**config.mk**
```make
export PLATFORM = sky130hd
export DESIGN_NAME = tx9_io10_framer_flat
export DESIGN_NICKNAME = d
export VERILOG_FILES = /design/src/rtl/tx9_io10_pkg.sv /design/src/rtl/tx9_io10_framer_if.sv /design/src/rtl/tx9_io10_seq.sv /design/src/rtl/tx9_io10_framer.sv /design/src/flat_wrapper.sv
export SDC_FILE = /design/constraint.sdc
export NUM_CORES = 1
export LEC_CHECK = 0
export CAP_MARGIN = 20
export CORE_UTILIZATION = 30
export CTS_CLUSTER_SIZE = 14
export DETAILED_ROUTE_END_ITERATION = 10
export PLACE_DENSITY_LB_ADDON = 0.08
export SYNTH_ARGS = -nofsm -noshare
export SYNTH_HDL_FRONTEND = slang
export SYNTH_SLANG_ARGS = --single-unit
```
**constraint.sdc**
```tcl
create_clock -name I_clk -period 1.65 [get_ports I_clk]
set_input_delay 0.33 -clock I_clk [delete_from_list [all_inputs] [get_ports I_clk]]
set_output_delay 0.33 -clock I_clk [all_outputs]
set_load 0.01 [all_outputs]
```
**src/rtl/tx9_io10_pkg.sv**
```systemverilog
// Shared constants and types for the 9-lane x10 LVDS framer and its receive-side aligner.
package tx9_io10_pkg;

    localparam int LANES      = 9;
    localparam int DATA_LANES = 8;
    localparam int LANE_W     = 10;
    localparam int SEQ_W      = 9;
    localparam int CNT_W      = 16;

    typedef logic [LANE_W-1:0] word_t;

    typedef enum logic [1:0] {
        ST_TRAIN = 2'd0,
        ST_SYNC  = 2'd1,
        ST_RUN   = 2'd2
    } state_t;

    localparam word_t TRAIN_WORD = 10'h3E0;
    localparam word_t SYNC_WORD  = 10'h17C;
    localparam word_t IDLE_WORD  = 10'h2AA;

    // Lane 8 carries a payload marker bit on top of the 9-bit sequence number.
    function automatic word_t mark_word(input logic accepted, input logic [SEQ_W-1:0] seq);
        return {accepted, seq};
    endfunction

endpackage

```
**src/rtl/tx9_io10_framer_if.sv**
```systemverilog
// Payload handshake into the framer: 8 lanes of data, valid, and ready.
interface tx9_io10_framer_if;
    import tx9_io10_pkg::*;

    logic [DATA_LANES*LANE_W-1:0] I_data;
    logic                         I_valid;
    logic                         O_ready;

    modport master (output I_data, output I_valid, input O_ready);
    modport slave  (input I_data, input I_valid, output O_ready);
endinterface

```
**src/rtl/tx9_io10_seq.sv**
```systemverilog
// Link sequencer: TRAIN -> SYNC -> RUN FSM, run-length counter, payload sequence number.
module tx9_io10_seq
    import tx9_io10_pkg::*;
#(
    parameter int unsigned TRAIN_LEN = 256,
    parameter int unsigned SYNC_LEN  = 4
) (
    input  logic             clk,
    input  logic             srst,
    input  logic             train_req,
    input  logic             valid,
    output state_t           state,
    output state_t           state_next,
    output logic [SEQ_W-1:0] seq,
    output logic             ready,
    output logic             accept
);

    localparam logic [CNT_W-1:0] TRAIN_LAST = CNT_W'(TRAIN_LEN - 1);
    localparam logic [CNT_W-1:0] SYNC_LAST  = CNT_W'(SYNC_LEN - 1);

    state_t           state_reg;
    logic [CNT_W-1:0] cnt_reg, cnt_next;
    logic [SEQ_W-1:0] seq_reg, seq_next;
    logic             primed_reg;

    // state_reg always names the state of the word currently on the output lanes.
    always_ff @(posedge clk) begin
        if (srst) begin
            state_reg  <= ST_TRAIN;
            cnt_reg    <= '0;
            seq_reg    <= '0;
            primed_reg <= 1'b0;
        end else begin
            state_reg  <= state_next;
            cnt_reg    <= cnt_next;
            seq_reg    <= seq_next;
            primed_reg <= 1'b1;
        end
    end

    // cnt_reg is the index of the current word within its TRAIN/SYNC run; the
    // reset cycle outputs zeros, so the first edge out of reset starts index 0.
    always_comb begin
        state_next = state_reg;
        cnt_next   = cnt_reg + CNT_W'(1);
        case (state_reg)
            ST_TRAIN: begin
                if (train_req || !primed_reg) begin
                    cnt_next = '0;
                end else if (cnt_reg == TRAIN_LAST) begin
                    state_next = ST_SYNC;
                    cnt_next   = '0;
                end
            end
            ST_SYNC: begin
                if (train_req) begin
                    state_next = ST_TRAIN;
                    cnt_next   = '0;
                end else if (cnt_reg == SYNC_LAST) begin
                    state_next = ST_RUN;
                    cnt_next   = '0;
                end
            end
            ST_RUN: begin
                cnt_next = '0;
                if (train_req) begin
                    state_next = ST_TRAIN;
                end
            end
            default: begin
                state_next = ST_TRAIN;
                cnt_next   = '0;
            end
        endcase
        seq_next = (state_next == ST_TRAIN) ? '0 :
                   accept                   ? seq_reg + SEQ_W'(1) : seq_reg;
    end

    always_comb begin
        ready  = (state_reg == ST_RUN) && !train_req;
        accept = ready && valid;
        state  = state_reg;
        seq    = seq_reg;
    end

endmodule

```
**src/rtl/tx9_io10_framer.sv**
```systemverilog
// 9-lane x10 framer: lane word selection and output registers around the link sequencer.
module tx9_io10_framer
    import tx9_io10_pkg::*;
#(
    parameter int unsigned TRAIN_LEN = 256,
    parameter int unsigned SYNC_LEN  = 4
) (
    input  logic                I_clk,
    input  logic                I_rst,
    input  logic                I_train_req,
    tx9_io10_framer_if.slave    pay,
    output logic [LANE_W-1:0]   o0_p,
    output logic [LANE_W-1:0]   o1_p,
    output logic [LANE_W-1:0]   o2_p,
    output logic [LANE_W-1:0]   o3_p,
    output logic [LANE_W-1:0]   o4_p,
    output logic [LANE_W-1:0]   o5_p,
    output logic [LANE_W-1:0]   o6_p,
    output logic [LANE_W-1:0]   o7_p,
    output logic [LANE_W-1:0]   o8_p,
    output logic [1:0]          O_state,
    output logic                O_tx_active
);

    state_t           state, state_next;
    logic [SEQ_W-1:0] seq;
    logic             ready, accept;
    word_t            lane_q [LANES];

    tx9_io10_seq #(
        .TRAIN_LEN (TRAIN_LEN),
        .SYNC_LEN  (SYNC_LEN)
    ) u_seq (
        .clk        (I_clk),
        .srst       (I_rst),
        .train_req  (I_train_req),
        .valid      (pay.I_valid),
        .state      (state),
        .state_next (state_next),
        .seq        (seq),
        .ready      (ready),
        .accept     (accept)
    );

    assign pay.O_ready = ready;

    // Words are chosen from the state being entered so state and lane contents stay aligned.
    for (genvar gi = 0; gi < DATA_LANES; gi++) begin : g_data_lane
        word_t word_next, word_reg;

        always_comb begin
            case (state_next)
                ST_SYNC: word_next = SYNC_WORD;
                ST_RUN:  word_next = accept ? pay.I_data[gi*LANE_W +: LANE_W] : IDLE_WORD;
                default: word_next = TRAIN_WORD;
            endcase
        end

        always_ff @(posedge I_clk) begin
            if (I_rst) word_reg <= '0;
            else       word_reg <= word_next;
        end

        assign lane_q[gi] = word_reg;
    end

    word_t mark_next, mark_reg;

    always_comb begin
        case (state_next)
            ST_SYNC: mark_next = SYNC_WORD;
            ST_RUN:  mark_next = mark_word(accept, seq);
            default: mark_next = TRAIN_WORD;
        endcase
    end

    always_ff @(posedge I_clk) begin
        if (I_rst) mark_reg <= '0;
        else       mark_reg <= mark_next;
    end

    assign lane_q[DATA_LANES] = mark_reg;

    assign o0_p = lane_q[0];
    assign o1_p = lane_q[1];
    assign o2_p = lane_q[2];
    assign o3_p = lane_q[3];
    assign o4_p = lane_q[4];
    assign o5_p = lane_q[5];
    assign o6_p = lane_q[6];
    assign o7_p = lane_q[7];
    assign o8_p = lane_q[8];

    assign O_state     = state;
    assign O_tx_active = (state == ST_RUN);

endmodule

```
**src/flat_wrapper.sv**
```systemverilog
// flat-port wrapper written by rule: the top's interface ports become plain ports
module tx9_io10_framer_flat import tx9_io10_pkg::*;
#(
    parameter int unsigned TRAIN_LEN = 256,
    parameter int unsigned SYNC_LEN  = 4
)
  (I_clk, I_rst, I_train_req, o0_p, o1_p, o2_p, o3_p, o4_p, o5_p, o6_p, o7_p, o8_p, O_state, O_tx_active, pay_I_data, pay_I_valid, pay_O_ready);
  tx9_io10_framer_if pay_i ();
  input  logic I_clk;
  input  logic I_rst;
  input  logic I_train_req;
  output logic [LANE_W-1:0] o0_p;
  output logic [LANE_W-1:0] o1_p;
  output logic [LANE_W-1:0] o2_p;
  output logic [LANE_W-1:0] o3_p;
  output logic [LANE_W-1:0] o4_p;
  output logic [LANE_W-1:0] o5_p;
  output logic [LANE_W-1:0] o6_p;
  output logic [LANE_W-1:0] o7_p;
  output logic [LANE_W-1:0] o8_p;
  output logic [1:0] O_state;
  output logic O_tx_active;
  input wire logic [$bits(pay_i.I_data)-1:0] pay_I_data;
  input wire logic [$bits(pay_i.I_valid)-1:0] pay_I_valid;
  output wire logic [$bits(pay_i.O_ready)-1:0] pay_O_ready;
  assign pay_i.I_data = pay_I_data;
  assign pay_i.I_valid = pay_I_valid;
  assign pay_O_ready = pay_i.O_ready;
  tx9_io10_framer #(.TRAIN_LEN(TRAIN_LEN), .SYNC_LEN(SYNC_LEN)) u_core (.I_clk(I_clk), .I_rst(I_rst), .I_train_req(I_train_req), .pay(pay_i), .o0_p(o0_p), .o1_p(o1_p), .o2_p(o2_p), .o3_p(o3_p), .o4_p(o4_p), .o5_p(o5_p), .o6_p(o6_p), .o7_p(o7_p), .o8_p(o8_p), .O_state(O_state), .O_tx_active(O_tx_active));
endmodule
```
==> metrics.txt, run 1 <==
placer congestion estimate 0.7621; final slew viol count 0; Initial Util 0.3122; final hold vios 0; Syn Area/Cell 9.745 um2; Mapped Cells 431; Crit Path Category reg2reg; row count 42; final setup vio count 0; fmax 614.1 MHz; switching portion of total power 0.1896; CTS root buf clkbuf_16; arrival time worst endpoint 1940 ps; pin count of the biggest net entering global routing 47; Via density 4.642; Seq cells post-synth 118; initial DRC count 195; H-tree Lvls 4; RSZ-0062 raised after global routing yes; Pleak 2.827 nW; CTS tree done; clock share of power 0.536; die span in x ~120 um; antenna violations before repair 0; Worst setup SP type flop; via count just under 4000; ranking of synthesized cells by area dfxtp_1 (56%), nor3_1 (5.1%), nor2_1 (4.6%); Port-buffer cells between 150 and 200; vias in the first global route 3718; die area 14480 um2; Final min period 1628 ps; Final ANT Viol Nets 0; pre-CTS setup slack -383.1 ps; hold_ws 143.1 ps; Cell variety after synth 43; Hold-fix buffers, CTS 0; most used flip-flop cell after synthesis dfxtp_1; P_int 0.005990 W; Largest register FFs 16; Worst Skew between 6 and 7 ps; cell taking the most area after synthesis dfxtp_1; clock buffer depth 2; Critical Path Fanout Max 5; P_sw approximately 0.0014 W; wire length of the first global-routing pass approximately 19 mm; Layout Nets between 700 and 800; total gr overflow 0; sequential element share of the synthesized area 0.5624; clock buffers created by TritonCTS 17; DR WL/cell about 15 um; Mapped Area about 4200 um2; Slew HR 0.7261; slew of the pin with the lowest slew margin 410.4 ps; final period utilization 0.9869; core area ~13000 um2; clk_lat worst skew 410 ps; Synth warnings 0; First-pass DRT Iterations 4; filler cell count 1205; Post-synth EDFFs 0; Required @ worst endpoint a little under 2000 ps; PwrDens 985.5 nW/um2; Max Cap Viol 0; wirelength, routed between 10 and 15 mm; Hold Crit Class in2reg; Yosys top cell area share 0.5624; setup ws final 21.69 ps; Die Y 120.3 um; Net Count, Synth 517; status complete, no violations; Max VDD drop 812.7 uV; asr flop ratio synth 0; endpoint class of the critical path flop; Num Clock Sinks 118; num ports 178; Flop pwr share 0.396; Post-DP HPWL 8.412 mm; DRC viols 0; Logic pwr share 0.068; Clock transition at path regs 50 ps; P&R area growth vs syn 78.55%; antenna diode count 0; share of cells above drive strength 1 0.1997; GRT Util Overall 0.1678
## cells by family (layout without fill, tap and decap cells)
family,Yosys count,in the layout,share of synthesized area
and+or+nand+nor,200,200,0.2630
AOI/OAI and AO/OA,47,47,0.07477
buffers and inverters,41,266,0.04558
muxes,1,1,0.002383
xor gates and xnor gates,22,22,0.04587
DFF,118,118,0.5624
adders and majority gates,2,2,0.005957
## synth_stat cells (all sizes together) (4+ instances only)
cell	n
nand4	6
dfxtp	118
inv	6
xnor2	18
a211oi	4
nor3	43
nor4	24
a31oi	17
a21oi	17
xor2	4
and3	13
nand3	9
buf	16
nor3b	4
clkbuf	19
nand2	38
nor2	52
## what timing repair did
item                                    in CTS  in global routing
pin swaps                                    3                 18
buffers inserted                             0                  1
resized for setup                           16                 40
endpoints found under the setup margin      27                 69
cloned                                       0                  2
## power by group through the flow
| stage | Sequential (W) | Clock (W) | Combinational [W] |
|---|---|---|---|
| finish | 0.00293 | 0.00396 | 0.000502 |
| global route | 0.00293 | 0.00419 | 0.000536 |
| CTS | 0.00293 | 0.00405 | 0.000481 |
| detailed placement | 0.00299 | 0 | 0.000477 |
| global placement | 0.00299 | 0 | 0.000474 |
| floorplan | 0.00302 | 0 | 0.0000894 |
## area by class of cell
type | instances | area [um2] | share of cell area
Clock buffer | 22 | 464.2 | 0.06190
Clock inverter | 9 | 173.9 | 0.02319
Inverter | 6 | 22.52 | 0.003003
Multi-Input combinational cell | 272 | 1932 | 0.2576
Sequential cell | 118 | 2375 | 0.3167
Tap cell | 176 | 220.2 | 0.02936
Timing Repair Buffer | 229 | 2312 | 0.3083
## worst paths after layout
check,slack (ps),depth (start not counted),from,end
setup / recovery,20,6,u_core.u_seq.cnt_reg[1],u_core.o2_p[7]
setup reg to reg,20,6,u_core.u_seq.cnt_reg[1],u_core.o2_p[7]
hold reg to reg,490,2,u_core.u_seq.cnt_reg[15],u_core.u_seq.cnt_reg[15]
hold / removal,140,2,I_rst,u_core.u_seq.state[1]
## routing by layer
| layer | global-route usage | share of wire | up-vias |
|---|---|---|---|
| li1 | - | - | 1933 |
| met1 | 0.2039 | 0.44 | 1790 |
| met2 | 0.2716 | 0.48 | 130 |
| met3 | 0.06415 | 0.077 | 9 |
| met4 | 0.05556 | 0.0086 | 0 |
| met5 | 0 | 0 | - |
## cells in the final DEF (no fill, tap or decap), drive strengths merged, types with 4 or more instances in the layout
cell type | synthesis | routed
a211oi | 4 | 4
a21oi | 17 | 17
a31oi | 17 | 17
and3 | 13 | 13
buf | 16 | 53
bufinv | 0 | 5
clkbuf | 19 | 24
clkdlybuf4s50 | 0 | 168
clkinv | 0 | 4
dfxtp | 118 | 118
inv | 6 | 6
nand2 | 38 | 38
nand3 | 9 | 9
nand4 | 6 | 6
nor2 | 52 | 52
nor3 | 43 | 43
nor3b | 4 | 4
nor4 | 24 | 24
xnor2 | 18 | 18
xor2 | 4 | 4
## critical path, stage by stage, from the launching register on
cell	delay [ps]
dfxtp_2	350
ha_4	150
nor3b_4	270
nand4_4	150
and2_4	230
buf_12	150
nor4_2	240
## through the flow
stage,util,TNS (ps),std cells,power (W),area (um2)
after floorplan,-,0,431,0.003110,4219
after global placement,0.4866,-29430,798,0.003463,6546
after detailed placement,0.4866,-30640,798,0.003467,6546
after CTS,0.5361,-3.796,829,0.007460,7212
after global routing,0.5575,-259.8,832,0.007659,7500
final,0.5575,0,832,0.007391,7500
(Power assumes the default switching activity.)
==> run 2, diff against run 1 <==
--- a/config.mk
+++ b/config.mk
@@ -10,6 +10,7 @@
 export CTS_CLUSTER_SIZE = 14
 export DETAILED_ROUTE_END_ITERATION = 10
 export PLACE_DENSITY_LB_ADDON = 0.08
+export REMOVE_ABC_BUFFERS = 1
 export SYNTH_ARGS = -nofsm -noshare
 export SYNTH_HDL_FRONTEND = slang
 export SYNTH_SLANG_ARGS = --single-unit
==> run 2 against run 1 <==
The run now ends with setup timing left. Die area did not move. Clock-buffer cell count decreased by 3. Clock skew grew 1.3 ps. Sequential cell count is the same. Cell count is 2.8% higher. Sequential power is essentially flat. Register-to-register slack worse by 20 ps. Maximum frequency shrank 1.5%. Clock power decreased by 6.8%. Largest power group unchanged.
==> metrics.txt, run 2 (synthesis results as in run 1) <==
DR WL/cell 15.67 um (+7.2%); Final min period 1652 ps (+24.05 ps); antenna violations before repair 0 (unchanged); filler cell count 1220 (+1.2%); final slew viol count 0 (unchanged); clock buffer depth 2 (unchanged); status finished, violations left; placer congestion estimate 0.7900 (+3.7%); R2R Path End u_core.u_seq.cnt_reg[5]; final core occ 0.5722 (+0.01470); pin count of the biggest net entering global routing 43 (-8.5%); clock buffers created by TritonCTS 17 (unchanged); final hold vios 0 (unchanged); Clock transition at path regs 50 ps (about the same); Worst Skew 7.647 ps (+1.323 ps); reg2reg setup slack -2 ps (-20 ps); setup tns final -3.798 ps (-3.798 ps); H-tree Lvls 4 (unchanged); GRT Util Overall 0.1803 (+0.01250); slew of the pin with the lowest slew margin 412.7 ps (+2.266 ps); Hold Crit Class in2reg; Finished Cell Area 7697 um2 (+2.6%); P&R area growth vs syn 83.26%; Pleak 2.991 nW (+5.8%); Hold Path Origin I_rst; commonest cells after routing, fill and taps aside clkdlybuf4s50_1 (164), dfxtp_1 (112), nor2_1 (51), buf_4 (51), nor3_1 (42); share of cells above drive strength 1 0.2342 (+0.03447); clk_lat worst skew 410 ps (about the same); Max VDD drop 645.0 uV (-21%); pre-CTS setup slack -445.4 ps (-62.28 ps); vias in the first global route 3903 (+5.0%); most common cell after layout, fill and taps aside clkdlybuf4s50_1; fmax 605.2 MHz (-1.5%); Slew HR 0.7246 (-0.001512); total gr overflow 0 (unchanged); Worst R2R Path Depth 7 (+1); footprint of the multi-input gates 1956 um2 (+1.2%); Die Y 120.3 um (unchanged); endpoint class of the critical path flop; Crit Path Category reg2reg; Post-DP HPWL 8.547 mm (+1.6%); Via density 4.675 (+0.71%); CTS root buf clkbuf_16; Critical Path Fanout Max 15 (+10); wire length of the first global-routing pass 19.93 mm (+6.6%); num ports 178 (unchanged); Final ANT Viol Nets 0 (unchanged); via count 3997 (+3.5%); DRC viols 0 (unchanged); final period utilization 1.001 (+0.01457); dpl cell area 6578 um2 (+0.48%); Worst setup SP type flop; initial DRC count 195 (unchanged); CTS tree done; antenna diode count 0 (unchanged); row count 42 (unchanged); failing checks setup timing; Layout Nets 752 (+3.0%); Port-buffer cells 177 (unchanged); die area 14480 um2 (unchanged); Largest register FFs 16 (unchanged); RSZ-0062 raised after global routing yes; First-pass DRT Iterations 4 (unchanged); crit path from u_core.u_seq.cnt_reg[0]; Required @ worst endpoint 1930 ps (-30 ps); wirelength, routed 13.40 mm (+10%); PwrDens 925.5 nW/um2 (-6.1%); sequential cell area 2375 um2 (unchanged); Reg-to-Reg Start u_core.u_seq.cnt_reg[0]; final setup vio count 2 (+2); worst setup path end u_core.u_seq.cnt_reg[5]; setup ws final -2.359 ps (-24.05 ps); Hold-fix buffers, CTS 0 (unchanged); arrival time worst endpoint 1930 ps (about the same); core area 13450 um2 (unchanged); die span in x 120.3 um (unchanged); Max Cap Viol 0 (unchanged); Num Clock Sinks 118 (unchanged); Initial Util 0.3122 (unchanged)
## run 2: worst min path at each step
stage | endpoint | slack [ps] | cells after the start
3_5_place_dp | u_core.u_seq.cnt_reg[15] | 500 | 2
2_1_floorplan | u_core.o8_p[7] | 400 | 1
6_report | u_core.u_seq.state[1] | 420 | 3
5_1_grt | u_core.u_seq.state[1] | 420 | 3
3_3_place_gp | u_core.u_seq.cnt_reg[15] | 490 | 2
4_1_cts | u_core.u_seq.state[1] | 400 | 3
## run 2: worst max-delay path, cell delays in order, from the launching register on
cell and delay, ps:
dfxtp_2 350, ha_4 140, nor3b_4 210, buf_6 140, nand4_4 170, a22oi_2 280, buf_12 180, nor3_1 50
## run 2: through the flow
stage	hold slack [ps]	std cells	power [W]
6_report	423.3	855	0.007124
5_1_grt	423.1	855	0.007365
4_1_cts	398.1	842	0.007193
2_1_floorplan	398.9	396	0.003078
3_3_place_gp	489.9	803	0.003467
3_5_place_dp	503.8	803	0.003470
## run 2: area by class of cell
type / instances / share of cell area
multi-input combinational: 276 / 0.2541
clock inverter: 13 / 0.01999
clock buffer: 19 / 0.05754
tap: 176 / 0.02861
inverter: 6 / 0.002926
timing repair buffer: 247 / 0.3283
sequential: 118 / 0.3085
## run 2: repair_timing
item	4_1_cts	5_1_grt
pin swaps	7	12
endpoints found under the setup margin	99	88
gates resized for setup	35	37
buffers inserted	5	7
cloned	2	7
## run 2: power breakdown
part	internal, W	total, W	switching [W]
combinational	0.000336	0.000506	0.000171
sequential	0.00291	0.00293	0.0000154
clock	0.00240	0.00369	0.00129
## run 2: layer usage
metal | share of wire | wire, um | global-route usage
met5 | 0 | 0 | 0
met4 | 0.017 | 232 | 0.08102
met3 | 0.071 | 950 | 0.06368
met2 | 0.50 | 6689 | 0.3068
met1 | 0.41 | 5524 | 0.2018
==> run 3, diff against run 2 <==
--- a/config.mk
+++ b/config.mk
@@ -6,10 +6,12 @@
 export NUM_CORES = 1
 export LEC_CHECK = 0
 export CAP_MARGIN = 20
+export CORE_MARGIN = 2
 export CORE_UTILIZATION = 30
 export CTS_CLUSTER_SIZE = 14
 export DETAILED_ROUTE_END_ITERATION = 10
 export PLACE_DENSITY_LB_ADDON = 0.08
+export RECOVER_POWER = 100
 export REMOVE_ABC_BUFFERS = 1
 export SYNTH_ARGS = -nofsm -noshare
 export SYNTH_HDL_FRONTEND = slang
==> run 3 against run 2 <==
The run still ends with setup timing left. Power fell by 5.9%. Hold slack improved by 41 ps. Utilization fell by 3.0 points. Final area fell by 3.0%. Sequential power barely moved. Sequential share of layout area rose by 0.94 points. Critical path type unchanged. Sequential cell count did not move. Die area rose by 3.4%. Clock-buffer cell count rose by 4. Critical endpoint is now u_core.o8_p[7]. Global-route usage fell by 1.8 points. Worst setup slack got worse by 8.7 ps. Via count fell by 1.8%.
==> metrics.txt, run 3 (synthesis results as in run 1) <==
Num Clock Sinks 118 (unchanged); final hold vios 0 (unchanged); PwrDens 897.0 nW/um2 (-3.1%); DR WL/cell 14.73 um (-6.0%); Critical Path Fanout Max 5 (-10); Port-buffer cells 177 (unchanged); CTS root buf clkbuf_16; core area 13770 um2 (+2.4%); share of cells above drive strength 1 0.2222 (-0.01195); Final ANT Viol Nets 0 (unchanged); crit path from u_core.u_seq.cnt_reg[1]; Die Y 122.3 um (+1.7%); most common cell after layout, fill and taps aside clkdlybuf4s50_1; Worst Skew 6.774 ps (-0.8730 ps); Hold Crit Class in2reg; fmax 602.0 MHz (-0.53%); clock buffer depth 2 (unchanged); final setup vio count 1 (-1); Crit Path Category reg2reg; Initial Util 0.3050 (-0.007261); post-placement cell count 808 (+0.62%); Clock transition at path regs 50 ps (about the same); reg2reg setup slack -10 ps (about the same); status finished, violations left; dpl cell area 6565 um2 (-0.19%); endpoint class of the critical path flop; failing checks setup timing; die area 14960 um2 (+3.4%); slew of the pin with the lowest slew margin 809.6 ps (+396.9 ps); setup ws final -11.10 ps (-8.744 ps); Required @ worst endpoint 1960 ps (+30 ps); R2R Path End u_core.o8_p[7]; Worst setup SP type flop; DRC viols 0 (unchanged); Slew HR 0.4603 (-0.2643); via count 3925 (-1.8%); P&R area growth vs syn 77.84%; final period utilization 1.007 (+0.005300); Pleak 2.766 nW (-7.5%); CTS tree done; Hold Path Origin I_rst; antenna diode count 0 (unchanged); total gr overflow 0 (unchanged); pin count of the biggest net entering global routing 74 (+72%); Max Cap Viol 0 (unchanged); clk_lat worst skew 410 ps (about the same); H-tree Lvls 4 (unchanged); Final min period 1661 ps (+8.744 ps); hold endpoint u_core.o5_p[6]; num ports 178 (unchanged); antenna violations before repair 0 (unchanged); Max VDD drop 583.8 uV (-9.5%); die span in x 122.3 um (+1.7%); Finished Cell Area 7470 um2 (-3.0%); Reg-to-Reg Start u_core.u_seq.cnt_reg[1]; Layout Nets 743 (-1.2%); placer congestion estimate 0.7464 (-5.5%); clock buffers created by TritonCTS 17 (unchanged); wirelength, routed 12.46 mm (-7.0%); Post-Layout Cell Count 846 (-1.1%); Hold Path Stages 3 (unchanged); GRT Util Overall 0.1621 (-0.01817); RSZ-0062 raised after global routing yes; initial DRC count 141 (-28%); commonest cells after routing, fill and taps aside clkdlybuf4s50_1 (168), dfxtp_1 (112), nor2_1 (52); Largest register FFs 16 (unchanged); Worst R2R Path Depth 8 (+1); arrival time worst endpoint 1970 ps (+40 ps); wire length of the first global-routing pass 18.75 mm (-5.9%); final slew viol count 0 (unchanged); vias in the first global route 3754 (-3.8%); First-pass DRT Iterations 4 (unchanged); hold_ws 464.0 ps (+40.73 ps); Via density 4.639 (-0.76%); row count 43 (+2.4%); Hold-fix buffers, CTS 0 (unchanged); Post-DP HPWL 8.131 mm (-4.9%)
## run 3: cell count changes in the layout (fill, tap and decap cells not counted), sizes merged, moves of 4 or more
cell           previous run  this run
clkinv                    8         3
dlymetal6s2s              8         0
buf                      68        60
clkdlybuf4s50           164       168
clkbuf                   23        31
## run 3: how the worst max path moves through the flow
stage	slack, ps	end	depth (start not counted)
final	-10	u_core.o8_p[7]	8
after global routing	-110	u_core.o5_p[2]	8
after CTS	5	u_core.u_seq.seq[7]	7
after detailed placement	-410	u_core.u_seq.seq[7]	7
after global placement	-390	pay_O_ready	3
after floorplan	-2590	u_core.u_seq.seq[2]	4
## run 3: power by group
part | switching (W) | internal [W]
Sequential | 0.0000164 | 0.00291
Combinational | 0.000165 | 0.000320
Clock | 0.00119 | 0.00210
Total | 0.00137 | 0.00533
## run 3: routing by layer
layer,share of wire,GRT usage,wire length [um]
met5,0,0,0
met3,0.067,0.05483,838
met4,0.023,0.07543,283
met2,0.48,0.2569,6022
met1,0.43,0.1983,5315
## run 3: critical path, stage by stage (launching register included)
cell and delay (ps):
dfxtp_4 350, ha_4 150, buf_4 150, nand3_4 80, nor2_1 50, buf_4 150
and3_4 200, buf_16 150, a2111oi_4 290
## run 3: cell type report
| cell class | instances | area, um2 |
|---|---|---|
| clock buffers | 23 | 467.9 |
| clock inverters | 5 | 52.55 |
| fillers | 1263 | 6304 |
| inverters | 6 | 22.52 |
| multi-input cells | 274 | 1951 |
| flip-flops and latches | 118 | 2375 |
| well taps | 180 | 225.2 |
| repair buffers | 240 | 2376 |
## run 3: per-stage QoR
step	power (W)	util	TNS (ps)	setup WS (ps)
CTS	0.006796	0.5245	0	5.301
detailed placement	0.003462	0.4767	-30260	-411.1
global placement	0.003460	0.4767	-29200	-389.2
finish	0.006700	0.5423	-11.10	-11.10
floorplan	0.003078	-	-125280	-2585
global route	0.006958	0.5423	-5539	-109.8
## run 3: repair_timing
action | CTS | global route
buffers inserted | 2 | 3
setup endpoints to repair | 102 | 104
pin swaps | 6 | 13
resized for setup | 28 | 50
cloned | 1 | 5
